--- config.mk ---
export PLATFORM = sky130hd
export DESIGN_NAME = controlador_alvo_posicao
export DESIGN_NICKNAME = d
export VERILOG_FILES = /design/src/rtl/controlador_alvo_posicao_pkg.sv /design/src/rtl/controlador_alvo_posicao_temporizador_passo.sv /design/src/rtl/controlador_alvo_posicao.sv
export SDC_FILE = /design/constraint.sdc
export NUM_CORES = 1
export LEC_CHECK = 0
export ABC_AREA = 0
export BUFFER_PORTS_ARGS = -buffer_cell sky130_fd_sc_hd__buf_2
export CAP_MARGIN = 20
export CORE_MARGIN = 2
export CORE_UTILIZATION = 58
export CTS_CLUSTER_SIZE = 12
export DETAILED_ROUTE_END_ITERATION = 10
export PLACE_DENSITY = 0.9
export SLEW_MARGIN = 20
export SYNTH_ARGS = -nofsm -noshare
export SYNTH_HDL_FRONTEND = slang
export SYNTH_HIERARCHICAL = 1
export SYNTH_SLANG_ARGS = --single-unit
--- constraint.sdc ---
create_clock -name clock -period 4.55 [get_ports clock]
set_input_delay 0.6825 -clock clock [delete_from_list [all_inputs] [get_ports clock]]
set_output_delay 0.6825 -clock clock [all_outputs]
set_load 0.01 [all_outputs]
--- src/rtl/controlador_alvo_posicao_pkg.sv ---
// ============================================================================
// Package : controlador_alvo_posicao_pkg
// Purpose : Shared constants and state encoding for the position-target
//           initiator and the 1..5 ring counter it controls.
// Revision: 1.0 - initial release
// ============================================================================
`default_nettype none

package controlador_alvo_posicao_pkg;

    // Legal positions of the ring counter and its length
    localparam logic [2:0] POS_MIN  = 3'd1;
    localparam logic [2:0] POS_MAX  = 3'd5;
    localparam int         RING_LEN = 5;

    // State encoding, shared with the command FSM and the bench
    localparam logic [2:0] ST_IDLE  = 3'd0;
    localparam logic [2:0] ST_CHECK = 3'd1;
    localparam logic [2:0] ST_LOAD  = 3'd2;
    localparam logic [2:0] ST_STEP  = 3'd3;
    localparam logic [2:0] ST_WAIT  = 3'd4;
    localparam logic [2:0] ST_DONE  = 3'd5;
    localparam logic [2:0] ST_ERRO  = 3'd6;

    typedef enum logic [2:0] {
        IDLE  = ST_IDLE,
        CHECK = ST_CHECK,
        LOAD  = ST_LOAD,
        STEP  = ST_STEP,
        WAIT  = ST_WAIT,
        DONE  = ST_DONE,
        ERRO  = ST_ERRO
    } estado_t;

    // True when p is a position the counter can legally hold
    function automatic logic posicao_valida(input logic [2:0] p);
        return (p >= POS_MIN) && (p <= POS_MAX);
    endfunction

endpackage

`default_nettype wire

--- src/rtl/controlador_alvo_posicao_temporizador_passo.sv ---
// ============================================================================
// Module  : temporizador_passo
// Purpose : STEP_WAIT down-counter; start loads it, fim pulses for one cycle
//           during the last waiting cycle.
// Revision: 1.0 - initial release
// ============================================================================
`default_nettype none

module temporizador_passo
    import controlador_alvo_posicao_pkg::*;
#(
    parameter int STEP_WAIT = 4
) (
    input  logic clock,
    input  logic reset,
    input  logic start,
    output logic fim
);

    localparam int CW = $clog2(STEP_WAIT + 1);

    logic [CW-1:0] conta;

    // Load on start, then count down to zero and park there
    always_ff @(posedge clock) begin
        if (reset) begin
            conta <= '0;
        end else if (start) begin
            conta <= CW'(STEP_WAIT);
        end else if (conta != '0) begin
            conta <= conta - CW'(1);
        end
    end

    // High in the final cycle of the wait so the FSM leaves exactly on time
    assign fim = (conta == CW'(1));

endmodule

`default_nettype wire

--- src/rtl/controlador_alvo_posicao.sv ---
// ============================================================================
// Module  : controlador_alvo_posicao
// Purpose : Drives a 1..5 wrapping up/down counter to a requested target by
//           the shortest path, with paced step pulses and done/error report.
// Revision: 1.0 - initial release
// ============================================================================
`default_nettype none

module controlador_alvo_posicao
    import controlador_alvo_posicao_pkg::*;
#(
    parameter int STEP_WAIT  = 4,
    parameter int MAX_PASSOS = 3
) (
    input  logic       clock,
    input  logic       reset,
    input  logic       iniciar,
    input  logic [2:0] alvo,
    input  logic [2:0] pos,
    output logic       enp,
    output logic       soma,
    output logic       sub,
    output logic       ld_n,
    output logic [2:0] D,
    output logic       ocupado,
    output logic       pronto,
    output logic       erro
);

    localparam int PW = $clog2(MAX_PASSOS + 1);

    estado_t       estado;
    logic [2:0]    alvo_r;
    logic [PW-1:0] passos;
    logic          fim_espera;
    logic          inicia_espera;
    logic [3:0]    dif_bruta;
    logic [3:0]    d_up;
    logic          sobe;

    // Distance going up around the ring, folded into 1..4 (only used when
    // pos is legal and differs from the target)
    assign dif_bruta = {1'b0, alvo_r} + 4'(RING_LEN) - {1'b0, pos};
    assign d_up      = (dif_bruta >= 4'(RING_LEN)) ? (dif_bruta - 4'(RING_LEN)) : dif_bruta;
    assign sobe      = (d_up <= 4'd2);

    // Every LOAD or STEP pulse is followed by a fixed settling wait
    assign inicia_espera = (estado == LOAD) || (estado == STEP);

    temporizador_passo #(
        .STEP_WAIT (STEP_WAIT)
    ) u_temporizador (
        .clock (clock),
        .reset (reset),
        .start (inicia_espera),
        .fim   (fim_espera)
    );

    // Control FSM with registered strobes; outputs reflect the state they belong to
    always_ff @(posedge clock) begin
        if (reset) begin
            estado  <= IDLE;
            alvo_r  <= '0;
            passos  <= '0;
            enp     <= 1'b0;
            soma    <= 1'b0;
            sub     <= 1'b0;
            ld_n    <= 1'b1;
            D       <= 3'b000;
            ocupado <= 1'b0;
            pronto  <= 1'b0;
            erro    <= 1'b0;
        end else begin
            enp    <= 1'b0;
            soma   <= 1'b0;
            sub    <= 1'b0;
            ld_n   <= 1'b1;
            D      <= 3'b000;
            pronto <= 1'b0;
            erro   <= 1'b0;
            case (estado)
                IDLE: begin
                    if (iniciar) begin
                        if (posicao_valida(alvo)) begin
                            alvo_r  <= alvo;
                            passos  <= '0;
                            ocupado <= 1'b1;
                            estado  <= CHECK;
                        end else begin
                            erro <= 1'b1;
                        end
                    end
                end
                CHECK: begin
                    // Reaching the target on the last allowed pulse is success;
                    // the limit only stops a request that would need another pulse
                    if (posicao_valida(pos) && (pos == alvo_r)) begin
                        pronto <= 1'b1;
                        estado <= DONE;
                    end else if (passos == PW'(MAX_PASSOS)) begin
                        erro   <= 1'b1;
                        estado <= ERRO;
                    end else if (!posicao_valida(pos)) begin
                        ld_n   <= 1'b0;
                        D      <= POS_MIN;
                        estado <= LOAD;
                    end else begin
                        enp    <= 1'b1;
                        soma   <= sobe;
                        sub    <= !sobe;
                        estado <= STEP;
                    end
                end
                LOAD, STEP: begin
                    passos <= passos + PW'(1);
                    estado <= WAIT;
                end
                WAIT: begin
                    if (fim_espera) begin
                        estado <= CHECK;
                    end
                end
                DONE, ERRO: begin
                    ocupado <= 1'b0;
                    estado  <= IDLE;
                end
                default: begin
                    ocupado <= 1'b0;
                    estado  <= IDLE;
                end
            endcase
        end
    end

endmodule

`default_nettype wire

==> flow_metrics.tcl <==
set metrics [dict create \
    die_w_um 46.5 \
    globalRouteOverflowTotal 0 \
    wl_um 1830 \
    max_freq_ghz 0.431 \
    num-nets-final 155 \
    dieArea_um2 2170 \
    min_path_type "register to register" \
    whs_ps 465 \
    ys_seq_elements 19 \
    syn_inst 118 \
    p_switching_mw 0.148 \
    crit_path_top_delay_cell "fa_1" \
    internal_power_mw 0.291 \
    drive_gt1_share_pct 20.1 \
    routedWlPerCell_um 11.5 \
    cp.required_ps 4760 \
    place_congestion 0.780 \
    cp_max_fo 4 \
    antenna_found_initial 0 \
    ant_nets 0 \
    fillers 140 \
    p_clk_share_pct 19.4 \
    cts_inserted_buffers 3 \
    synth_async_sr_flop_share_pct 0 \
    netlist_area_um2 1050 \
    syn_area_per_cell_um2 8.90 \
    core_um2 1710 \
    io_pins 19 \
    cts-root-buf "clkbuf_4" \
    cp_slowest_stage_delay_ps 380 \
    fin_area_um2 1160 \
    period_minus_slack_ps 2320 \
    grt_pass1_vias 767 \
    clock_path_buffers 2 \
    synth_edf_count 0 \
    grt_max_degree 14 \
    grt_usage_pct 21.4 \
    grt_pass1_wl_um 3130 \
    drv_slew 0 \
    synth_seq_area_share_pct 36.2 \
    rsz0062_at_grt "no" \
    dpl_cell_area_um2 1140 \
    dr.pass1.iters 4 \
    critPathTopFamily "adder cells" \
    worstPathCellList "buf_2 -> ha_1 -> inv_1 -> ha_1 -> inv_1 -> fa_1 -> xor2_1 -> o21ai_0 -> mux2i_1 -> o21ba_1" \
    synthDistinctLibCells 40 \
    worstPathBufferInverterCount 3 \
    cts.hold.buffers_added 0 \
    combPwrFrac_pct 34.9 \
    finalSetupViolCount 0 \
    yosys_warnings 6 \
    arrival_ps 2530 \
    critPathKind "primary input to register" \
    htreeDepth 1 \
    portBuffers 16 \
    cp-end-kind "register" \
    first_iter_violations 3 \
    initial_utilization_pct 61.5 \
    cts_tree "built" \
    rows 15 \
    vias 842 \
    viasPerCell 5.30 \
    postCtsSetupRepairBufs 0 \
    drc_errors 0 \
    clk_latency_ps 310 \
    seqPwrFrac_pct 45.7 \
    vdd_drop_max_mv 0.251 \
    fin_crit_sh_pct 51.0 \
    cap_viol_max_count 0 \
    cts_sinks 19 \
    swShare_pct 33.7 \
    hpwl_um 1430 \
    start_kind "primary input" \
    dieHeight_um 46.5 \
    clk_pin_slew_ps 100 \
    n_antenna_cell 0 \
    cts_resized 0 \
    hold_violations 0 \
    fin_skew_ps 5.34 \
    powerDensity_nw_per_um2 377 \
    synthToLayoutAreaGrowth_pct 10.8 \
    status "completed" \
    p_leak_nw 0.555 \
    synth_flop_cell "dfxtp_1" \
    timing.setup.tns_ps 0 \
]
==> per-layer routing <==
metal  track usage (%)  share of wire, %  vias to the layer above
li1                  -                 -                      434
met1              23.8                45                      386
met2              33.3                47                       16
met3              8.24               4.7                        6
met4              14.3               3.1                        0
met5                 0                 0                        -
==> cells in the mapped netlist, types with 2 or more instances <==
cell type / n / area (um2)
nor2_1: 8 / 30.0
ha_1: 10 / 125
inv_1: 12 / 45.0
nor3_1: 6 / 30.0
nand2b_1: 2 / 12.5
nor2b_1: 5 / 31.3
o21ai_0: 5 / 25.0
nand3_1: 4 / 20.0
mux2i_1: 3 / 30.0
a21oi_1: 7 / 35.0
buf_4: 2 / 15.0
dfxtp_1: 19 / 380
nand2_1: 8 / 30.0
==> cell usage in the layout, fill, tap and decap left out, types with 2 or more instances in the layout <==
cell	n
buf_2	16
ha_1	10
nand2b_1	2
dfxtp_1	19
conb_1	2
nand2_1	8
inv_1	12
mux2i_1	3
nor3_1	6
nand3_1	4
nor2b_1	5
nor2_1	8
clkbuf_4	3
a21oi_1	7
o21ai_0	5
==> flip-flops by register name, indices dropped and copies added, names as in the netlist <==
name                  flops
alvo_r                    3
D                         1
ld_n                      1
soma                      1
ocupado                   1
u_temporizador/conta      3
enp                       1
pronto                    1
erro                      1
estado                    3
passos                    2
sub                       1
==> through the flow <==
stage          worst slack [ps]  total power, mW  instances  util [%]
2_1_floorplan              2220            0.327        119         -
3_3_place_gp               2040            0.348        155      66.5
3_5_place_dp               1910            0.357        155      66.5
4_1_cts                    2240            0.442        159      68.1
5_1_grt                    2080            0.470        159      68.1
6_report                   2230            0.438        159      68.1
==> area by class of cell <==
cell class / count / area [um2] / area share (%)
multi-input combinational: 83 / 599 / 51.5
sequential: 19 / 380 / 32.7
timing repair buffer: 16 / 80.1 / 6.88
inverter: 12 / 45.0 / 3.87
tap: 25 / 31.3 / 2.69
clock buffer: 3 / 22.5 / 1.94
clock inverter: 1 / 5.00 / 0.430
==> power groups by stage <==
stage	clock, mW	combinational [mW]	sequential (mW)
2_1_floorplan	0	0.126	0.201
3_3_place_gp	0	0.145	0.203
3_5_place_dp	0	0.153	0.204
4_1_cts	0.0883	0.153	0.200
5_1_grt	0.0959	0.171	0.203
6_report	0.0850	0.153	0.200
==> kinds of logic (layout without fill, tap and decap cells) <==
logic type / Yosys count / in the layout / synth area share, %
DFF: 19 / 19 / 36.2
AOI/OAI and AO/OA: 22 / 22 / 14.2
other: 1 / 2 / 0.357
muxes: 3 / 3 / 2.86
adders and majority gates: 11 / 11 / 13.8
xor gates and xnor gates: 2 / 2 / 1.67
and+or+nand+nor: 43 / 43 / 23.8
buffers and inverters: 17 / 32 / 7.03
==> worst reg2reg max path, cell delays in order, from the launching register on <==
cell     delay [ps]
dfxtp_1         360
inv_1            50
ha_1            290
inv_1            70
ha_1            140
inv_1            50
fa_1            380
xor2_1          270
o21ai_0         170
mux2i_1         160
o21ba_1         190
==> worst paths after layout <==
path	cells after the start	to	start	slack, ps
hold reg to reg	2	ocupado	ocupado	470
setup reg to reg	10	sub	alvo_r[1]	2340
setup / recovery	10	sub	pos[1]	2230
hold / removal	2	ocupado	ocupado	470
(Power assumes the default switching activity.)
